===== src/rtl/debounced_key_encoder.sv =====
// Keypad front end: two-flop synchroniser, press/release debounce and one-hot to
// binary key encoding with a single-cycle keystrobe and optional auto-repeat.
//
// state      | meaning
// S_IDLE     | no key down, waiting for any nonzero synchronised sample
// S_DEBOUNCE | candidate sample seen, counting consecutive identical cycles
// S_PRESSED  | key accepted and still held; auto-repeat timing runs here
// S_RELEASE  | key went to zero, counting stable-zero cycles before IDLE
module debounced_key_encoder #(
  parameter int NUM_KEYS      = 13,
  parameter int CODE_W        = 4,
  parameter int DEBOUNCE      = 4,
  parameter int REPEAT_EN     = 0,
  parameter int REPEAT_DELAY  = 500,
  parameter int REPEAT_PERIOD = 100
) (
  input  logic                clk,
  input  logic                nrst,
  input  logic [NUM_KEYS-1:0] keypad,
  output logic [CODE_W-1:0]   keycode,
  output logic                keystrobe,
  output logic                keyheld
);

  localparam int DB_W    = $clog2(DEBOUNCE + 1);
  localparam int RPT_MAX = (REPEAT_DELAY > REPEAT_PERIOD) ? REPEAT_DELAY : REPEAT_PERIOD;
  localparam int RPT_W   = $clog2(RPT_MAX + 1);

  localparam logic [DB_W-1:0]  DB_ONE  = DB_W'(1);
  localparam logic [DB_W-1:0]  DB_LIM  = DB_W'(DEBOUNCE);
  localparam logic [RPT_W-1:0] RPT_ONE = RPT_W'(1);
  localparam logic [RPT_W-1:0] RPT_DLY = RPT_W'(REPEAT_DELAY);
  localparam logic [RPT_W-1:0] RPT_PER = RPT_W'(REPEAT_PERIOD);

  typedef enum logic [1:0] {S_IDLE, S_DEBOUNCE, S_PRESSED, S_RELEASE} state_t;

  state_t              state;
  logic [NUM_KEYS-1:0] sync_q;
  logic [NUM_KEYS-1:0] keypad_s;
  logic [NUM_KEYS-1:0] sample;
  logic [DB_W-1:0]     db_cnt;
  logic [RPT_W-1:0]    rpt_cnt;
  logic                rpt_again;

  logic                sample_multi;
  logic                sample_seen;
  logic [CODE_W-1:0]   sample_code;
  logic [RPT_W-1:0]    rpt_nxt;
  logic [RPT_W-1:0]    rpt_lim;
  logic                s_zero;
  logic                s_same;

  always_ff @(posedge clk or negedge nrst) begin
    if (!nrst) begin
      sync_q   <= '0;
      keypad_s <= '0;
    end else begin
      sync_q   <= keypad;
      keypad_s <= sync_q;
    end
  end

  // Two or more lines down encode to the reserved all-ones code.
  always_comb begin
    sample_multi = 1'b0;
    sample_seen  = 1'b0;
    sample_code  = '0;
    for (int i = 0; i < NUM_KEYS; i++) begin
      if (sample[i]) begin
        if (sample_seen) sample_multi = 1'b1;
        sample_seen = 1'b1;
        sample_code = CODE_W'(i);
      end
    end
    if (sample_multi) sample_code = '1;
  end

  assign rpt_nxt = rpt_cnt + RPT_ONE;
  assign rpt_lim = rpt_again ? RPT_PER : RPT_DLY;
  assign s_zero  = (keypad_s == '0);
  assign s_same  = (keypad_s == sample);

  always_ff @(posedge clk or negedge nrst) begin
    if (!nrst) begin
      state     <= S_IDLE;
      sample    <= '0;
      db_cnt    <= '0;
      rpt_cnt   <= '0;
      rpt_again <= 1'b0;
      keycode   <= '0;
      keystrobe <= 1'b0;
      keyheld   <= 1'b0;
    end else begin
      keystrobe <= 1'b0;
      case (state)
        S_IDLE: begin
          if (!s_zero) begin
            state  <= S_DEBOUNCE;
            sample <= keypad_s;
            db_cnt <= DB_ONE;
          end
        end
        S_DEBOUNCE: begin
          if (s_zero) begin
            state <= S_IDLE;
          end else if (!s_same) begin
            sample <= keypad_s;
            db_cnt <= DB_ONE;
          end else if (db_cnt == DB_LIM) begin
            state     <= S_PRESSED;
            keycode   <= sample_code;
            keystrobe <= 1'b1;
            keyheld   <= 1'b1;
            rpt_cnt   <= '0;
            rpt_again <= 1'b0;
          end else begin
            db_cnt <= db_cnt + DB_ONE;
          end
        end
        S_PRESSED: begin
          if (s_zero) begin
            state  <= S_RELEASE;
            db_cnt <= DB_ONE;
          end else if (!s_same) begin
            state   <= S_DEBOUNCE;
            sample  <= keypad_s;
            db_cnt  <= DB_ONE;
            keyheld <= 1'b0;
          end else if (REPEAT_EN != 0 && !sample_multi) begin
            if (rpt_nxt == rpt_lim) begin
              keystrobe <= 1'b1;
              rpt_cnt   <= '0;
              rpt_again <= 1'b1;
            end else begin
              rpt_cnt <= rpt_nxt;
            end
          end
        end
        S_RELEASE: begin
          if (s_zero) begin
            if (db_cnt == DB_LIM) begin
              state   <= S_IDLE;
              keyheld <= 1'b0;
            end else begin
              db_cnt <= db_cnt + DB_ONE;
            end
          end else if (s_same) begin
            // Release bounce: resume the held key silently, repeat timing restarts.
            state     <= S_PRESSED;
            rpt_cnt   <= '0;
            rpt_again <= 1'b0;
          end else begin
            state   <= S_DEBOUNCE;
            sample  <= keypad_s;
            db_cnt  <= DB_ONE;
            keyheld <= 1'b0;
          end
        end
        default: state <= S_IDLE;
      endcase
    end
  end

endmodule


===== config.mk =====
export PLATFORM = sky130hd
export DESIGN_NAME = debounced_key_encoder
export DESIGN_NICKNAME = d
export VERILOG_FILES = /design/src/rtl/debounced_key_encoder.sv
export SDC_FILE = /design/constraint.sdc
export NUM_CORES = 1
export LEC_CHECK = 0
export ABC_AREA = 1
export CORE_UTILIZATION = 51
export DETAILED_ROUTE_END_ITERATION = 10
export GPL_ROUTABILITY_DRIVEN = 0
export HOLD_SLACK_MARGIN = 0.03
export MAX_ROUTING_LAYER = met4
export PLACE_DENSITY_LB_ADDON = 0.25
export SKIP_CTS_REPAIR_TIMING = 1
export SLEW_MARGIN = 20
export SYNTH_ARGS = -nofsm -noshare
export SYNTH_HDL_FRONTEND = slang
export SYNTH_SLANG_ARGS = --single-unit

===== constraint.sdc =====
create_clock -name clk -period 1.4 [get_ports clk]
set_input_delay 0.14 -clock clk [delete_from_list [all_inputs] [get_ports clk]]
set_output_delay 0.14 -clock clk [all_outputs]
set_load 0.02 [all_outputs]

==> run metrics, run 1 <==
outcome complete, but fails checks; failing checks setup timing; Worst Setup Start Kind flip-flop; Placed Instances 391; CP Max Fanout 7; reg-to-reg slack, setup -0.30 ns; hold endpoint sync_q[5]$_DFF_PN0_; Initial Util between 50% and 60%; antenna-violating nets left 0; final hold violations 0; Min-Delay Startpoint keypad[5]; setup violators final 24; Data arrival, critical path around 1.9 ns; clock-pin slew on the worst setup and hold paths ~0.090 ns; Yosys top cell by area dfrtp_1; crit path cell chain buf_4, xnor2_2, nand3_1, nor2_4, nand2_2, nand2_4, o21ai_4, nand2_1, o21ai_2; overall die width 69.52 µm; first-pass GRT wire length approximately 8000 µm; # IOs 21; count of different cell masters after synthesis 25; met2 Track Usage GR approximately 36%; R2R Path Start keypad_s[6]$_DFF_PN0_; grt peak-use layer met2; unrepaired setup endpoints after global routing yes; # rows 24; R2R cell count 9; Routed WL per cell 12.67 µm; DRC Markers 0; slew margin rel. 67.39%; Final Cell Area 3214 µm²; die height 69.52 µm; reg-to-reg critical path endpoint sample[3]$_DFFE_PN0P_; Cell Area, Synth 2325 µm²; non-filler cells, final 406; most frequent cells in the layout 78 x nand2_1, 49 x dfrtp_1, 47 x buf_4, 26 x inv_1, 24 x nor2_1; vias 2025; Post-Syn Instances 274; ANT cells 0; Area growth, synth to finish 38.27%; grt met1 use 26.66%; Worst-Skew Late Latency 0.31 ns; Min Hold Slack around 0.26 ns; Avg Inst Size Synth 8.484 µm²; drt total wl 5144 µm; #FFs+latches synth 50; post-DP HPWL around 3400 µm; P per Cell Area 1046 nW/µm²; final period utilization 121.4%; register area share after synthesis between 50 and 60%; most common cell after layout, fill and taps aside nand2_1; Inserted Clock Buffers 5; gr ovfl total 0; CTS tree yes; Final Max Slew Viols 0; clock tree root driver cell clkbuf_8; Sink Count 50; setup ws final -0.2993 ns; Peak VDD IR 0.7837 mV; Core Area 4354 µm²; drt pass-1 iters 4; worst-margin pin slew 0.4890 ns; Final Critical Period 1.699 ns; largest net degree at the start of global routing 27; type of the most critical hold path in -> reg; share of layout cells above drive strength 1 32.77%; dpl cell area ~3000 µm²; Final #Nets 370; die area slightly below 5000 µm²; CP max-delay cell dfrtp_1; max frequency 588.5 MHz; nature of the critical path endpoint flip-flop; Max Clock Skew approximately 0.0071 ns; hold path depth 1; H-Tree Depth 2; initial antenna violation count 0; # port buffers 20; Synth Warn # 0; vias per cell 4.988; Post-synth ARST share 100.0%; CP peak stage delay 0.39 ns; CP Data Required Time 1.59 ns; M3 GR Usage 3.924%; EDFF count, synth 0; Setup CP Type reg -> reg; clk buf depth 2; MaxCap Viol Count 0; Leak 1.715 nW; Synth area leaders dfrtp_1 54%, nand2_1 14%, nor2_1 5.7%; most common flop cell mapped by yosys dfrtp_1; GR Util All Layers 21.46%; initial DRC count ~90; vias in the first global route 1895; Synth Net Count slightly below 300; Yosys top cell area share 53.82%
-- layout make-up --
class                      count  area [µm²]
sequential                    50        1252
inverter                      35       131.4
multi-input combinational    189        1042
tap                           52       65.06
clock buffer                   6       82.58
fill                         310        1140
timing repair buffer          72       624.3
clock inverter                 2       16.27
-- per-layer routing --
layer | wire, µm | vias to the layer above
met5 | 0 | -
met4 | 65 | 0
met3 | 230 | 7
met2 | 2540 | 57
met1 | 2307 | 944
li1 | - | 1017
-- sequential cells by signal, summed over array words and instances, names as in the netlist --
| name | flops |
|---|---|
| sync_q | 13 |
| keycode | 4 |
| sample | 13 |
| keyheld | 1 |
| keystrobe | 1 |
| db_cnt | 3 |
| state | 2 |
| keypad_s | 13 |
-- kinds of logic (layout without fill, tap and decap cells) --
group / Yosys count / count (layout) / share of synthesized area [%]
AO/OA/AOI/OAI: 34 / 37 / 10.23
XOR/XNOR: 8 / 8 / 3.014
adder cells (fa/ha/maj): 2 / 2 / 1.076
buffers and inverters: 38 / 115 / 6.781
flip-flops: 50 / 50 / 53.82
AND/OR/NAND/NOR: 142 / 142 / 25.08
-- synth_stat cells, drive strengths merged (2+ instances only) --
master and instances:
xor2 2, nand2 89, ha 2, dfrtp 50, buf 2, nor2 37, nand3 9, nand4 6
o21ai 24, inv 35, xnor2 6, a21oi 6
-- metrics by stage --
| stage | power (W) | TNS (ns) | utilization, % | setup WS, ns |
|---|---|---|---|---|
| 3_3_place_gp | 0.002353 | -6.253 | 67.50 | -0.3282 |
| 3_5_place_dp | 0.002364 | -7.213 | 67.50 | -0.3931 |
| 6_report | 0.003364 | -5.958 | 73.82 | -0.2993 |
| 5_1_grt | 0.003556 | -8.848 | 73.82 | -0.4525 |
| 2_1_floorplan | 0.002007 | -0.2885 | - | -0.04368 |
| 4_1_cts | 0.003262 | -7.983 | 69.77 | -0.4386 |
-- worst max-delay path by stage --
stage / from / endpoint / slack [ns]
after floorplan: sample[9]$_DFFE_PN0P_ / sample[6]$_DFFE_PN0P_ / -0.04
after global placement: keypad_s[8]$_DFF_PN0_ / sample[5]$_DFFE_PN0P_ / -0.33
after detailed placement: keypad_s[4]$_DFF_PN0_ / sample[3]$_DFFE_PN0P_ / -0.39
after CTS: keypad_s[4]$_DFF_PN0_ / sample[12]$_DFFE_PN0P_ / -0.44
after global routing: sample[5]$_DFFE_PN0P_ / keycode[0]$_DFFE_PN0P_ / -0.45
final: keypad_s[6]$_DFF_PN0_ / sample[3]$_DFFE_PN0P_ / -0.30
-- critical path: cells and delay by family (launching register included) --
family / cells / cell delay [ns]
AND/OR/NAND/NOR: 5 / 0.73
XOR/XNOR: 1 / 0.12
AO/OA/AOI/OAI: 2 / 0.19
flip-flops: 1 / 0.39
buffers and inverters: 1 / 0.15
-- report_power, final --
| part | internal (W) | switching (W) | total, W |
|---|---|---|---|
| logic | 0.000394 | 0.000481 | 0.000875 |
| clock network | 0.000407 | 0.000493 | 0.000900 |
| registers | 0.00153 | 0.0000585 | 0.00159 |
| total | 0.00233 | 0.00103 | 0.00336 |
Power figures use the tool's default switching activity.
==> inputs of run 2 (changes only) <==
--- a/config.mk
+++ b/config.mk
@@ -7,6 +7,7 @@
 export LEC_CHECK = 0
 export ABC_AREA = 1
 export CORE_UTILIZATION = 51
+export CTS_CLUSTER_SIZE = 25
 export DETAILED_ROUTE_END_ITERATION = 10
 export GPL_ROUTABILITY_DRIVEN = 0
 export HOLD_SLACK_MARGIN = 0.03
==> results of run 2 <==
Same layout as run 1: the final DEF is identical, and so are final timing and power.
==> inputs of run 3 (changes only) <==
--- a/config.mk
+++ b/config.mk
@@ -13,6 +13,7 @@
 export HOLD_SLACK_MARGIN = 0.03
 export MAX_ROUTING_LAYER = met4
 export PLACE_DENSITY_LB_ADDON = 0.25
+export REMOVE_ABC_BUFFERS = 1
 export SKIP_CTS_REPAIR_TIMING = 1
 export SLEW_MARGIN = 20
 export SYNTH_ARGS = -nofsm -noshare
==> run metrics, run 3 (synthesis results as in run 1) <==
outcome complete, but fails checks; vias between 2000 and 2500; ANT cells 0; Setup CP Type reg -> reg; drt total wl around 5200 µm; nature of the critical path endpoint flip-flop; overall die width 69.52 µm; Sw Share 29.09%; Placed Instances 386; # rows 24; biggest registers after layout keypad_s (13), sample (13), sync_q (13); post-DP HPWL 3251 µm; Worst-Skew Late Latency about 0.3 ns; first-pass GRT wire length 7700 µm; Final Critical Period 1.755 ns; Final Cell Area 3224 µm²; gr ovfl total 0; Peak VDD IR 0.6644 mV; Inserted Clock Buffers 5; setup TNS -7.299 ns; clock tree root driver cell clkbuf_8; Worst Setup Start Kind flip-flop; DRC Markers 0; die height 69.52 µm; max frequency between 500 and 600 MHz; Top Metal Used met4; initial antenna violation count 0; CP Max Fanout 6; setup violators final 24; pre-CTS WS -0.3925 ns; P per Cell Area 1084 nW/µm²; most frequent cells in the layout 80 x nand2_1, 50 x dfrtp_1, 42 x buf_4, 26 x inv_1, 21 x nor2_1; final period utilization 125.4%; CTS tree yes; # port buffers 20; slew margin rel. 64.79%; Int Power 0.002478 W; die area around 4800 µm²; share of total power in the clock network 29.5%; largest net degree at the start of global routing 51; type of the most critical hold path in -> reg; Max Clock Skew 0.01005 ns; vias per cell 5.102; antenna-violating nets left 0; Core Area 4354 µm²; Sink Count 50; vias in the first global route 1853; failing checks setup timing; Flop pwr share 45.8%; GR Util All Layers about a fifth; Metal-1 WL 2347 µm; H-Tree Depth 2; clock-pin slew on the worst setup and hold paths 0.09 ns; # IOs 21; CP Data Required Time around 1.6 ns; clk buf depth 2; DR WL met2 2503 µm; setup ws final -0.3555 ns; Net Switching a little over 0.001 W; dpl cell area 2894 µm²; Leak ~1.7 nW; Routed WL per cell 12.89 µm; Initial Util 53.39%; combinational share of power 24.7%; initial DRC count 138; most common cell after layout, fill and taps aside nand2_1; Area growth, synth to finish 38.70%; total power between 0.003 and 0.004 W; MaxCap Viol Count 0; Final Max Slew Viols 0; Final #Nets 367; non-filler cells, final 402; Met3 Wirelength 205 µm; drt pass-1 iters 4; Data arrival, critical path approximately 2.0 ns; unrepaired setup endpoints after global routing yes; final hold violations 0; share of layout cells above drive strength 1 31.43%; worst-margin pin slew 0.5281 ns
-- run 3: worst max-delay path, stage by stage, from the launching register on --
cell,delay (ns)
dfrtp_1,0.40
buf_6,0.12
xor2_1,0.14
nor2_1,0.14
nand2_1,0.11
nor2_4,0.19
nand4_1,0.24
inv_2,0.17
nor2_1,0.05
a21oi_1,0.13
-- run 3: final timing paths --
check / startpoint / depth (start not counted) / slack, ns / endpoint
min in group asynchronous: nrst / 3 / 0.33 / sync_q[0]$_DFF_PN0_
worst min register to register: sync_q[6]$_DFF_PN0_ / 0 / 0.35 / keypad_s[6]$_DFF_PN0_
worst max-delay path: keypad_s[11]$_DFF_PN0_ / 9 / -0.36 / keycode[2]$_DFFE_PN0P_
worst min-delay path: keypad[0] / 1 / 0.27 / sync_q[0]$_DFF_PN0_
max in group asynchronous: nrst / 3 / 0.82 / keypad_s[10]$_DFF_PN0_
worst max register to register: keypad_s[11]$_DFF_PN0_ / 9 / -0.36 / keycode[2]$_DFFE_PN0P_
-- run 3: per-layer routing --
| metal | GRT usage [%] | vias up |
|---|---|---|
| met5 | - | - |
| met4 | 8.617 | 0 |
| met3 | 3.198 | 12 |
| met2 | 33.87 | 61 |
| met1 | 26.24 | 967 |
| li1 | - | 1011 |
-- run 3: final cells by class --
cell class | count | area [µm²]
multi-input cells | 189 | 1052
fillers | 303 | 1130
clock buffers | 6 | 82.58
clock inverters | 1 | 30.03
repair buffers | 69 | 609.3
inverters | 35 | 133.9
flip-flops and latches | 50 | 1251
well taps | 52 | 65.06
-- run 3: power by group through the flow --
stage	Combinational [W]	Sequential, W	Clock [W]
floorplan	0.000367	0.00163	0
global placement	0.000721	0.00162	0
detailed placement	0.000734	0.00162	0
CTS	0.000750	0.00159	0.00104
global route	0.000957	0.00161	0.00110
finish	0.000863	0.00160	0.00103
-- run 3: per-stage QoR --
step / util, % / hold slack, ns
6_report: 74.05 / 0.2682
5_1_grt: 74.05 / 0.2632
4_1_cts: 69.05 / -0.1792
3_5_place_dp: 66.47 / 0.1488
3_3_place_gp: 66.47 / 0.1469
2_1_floorplan: - / -0.1556
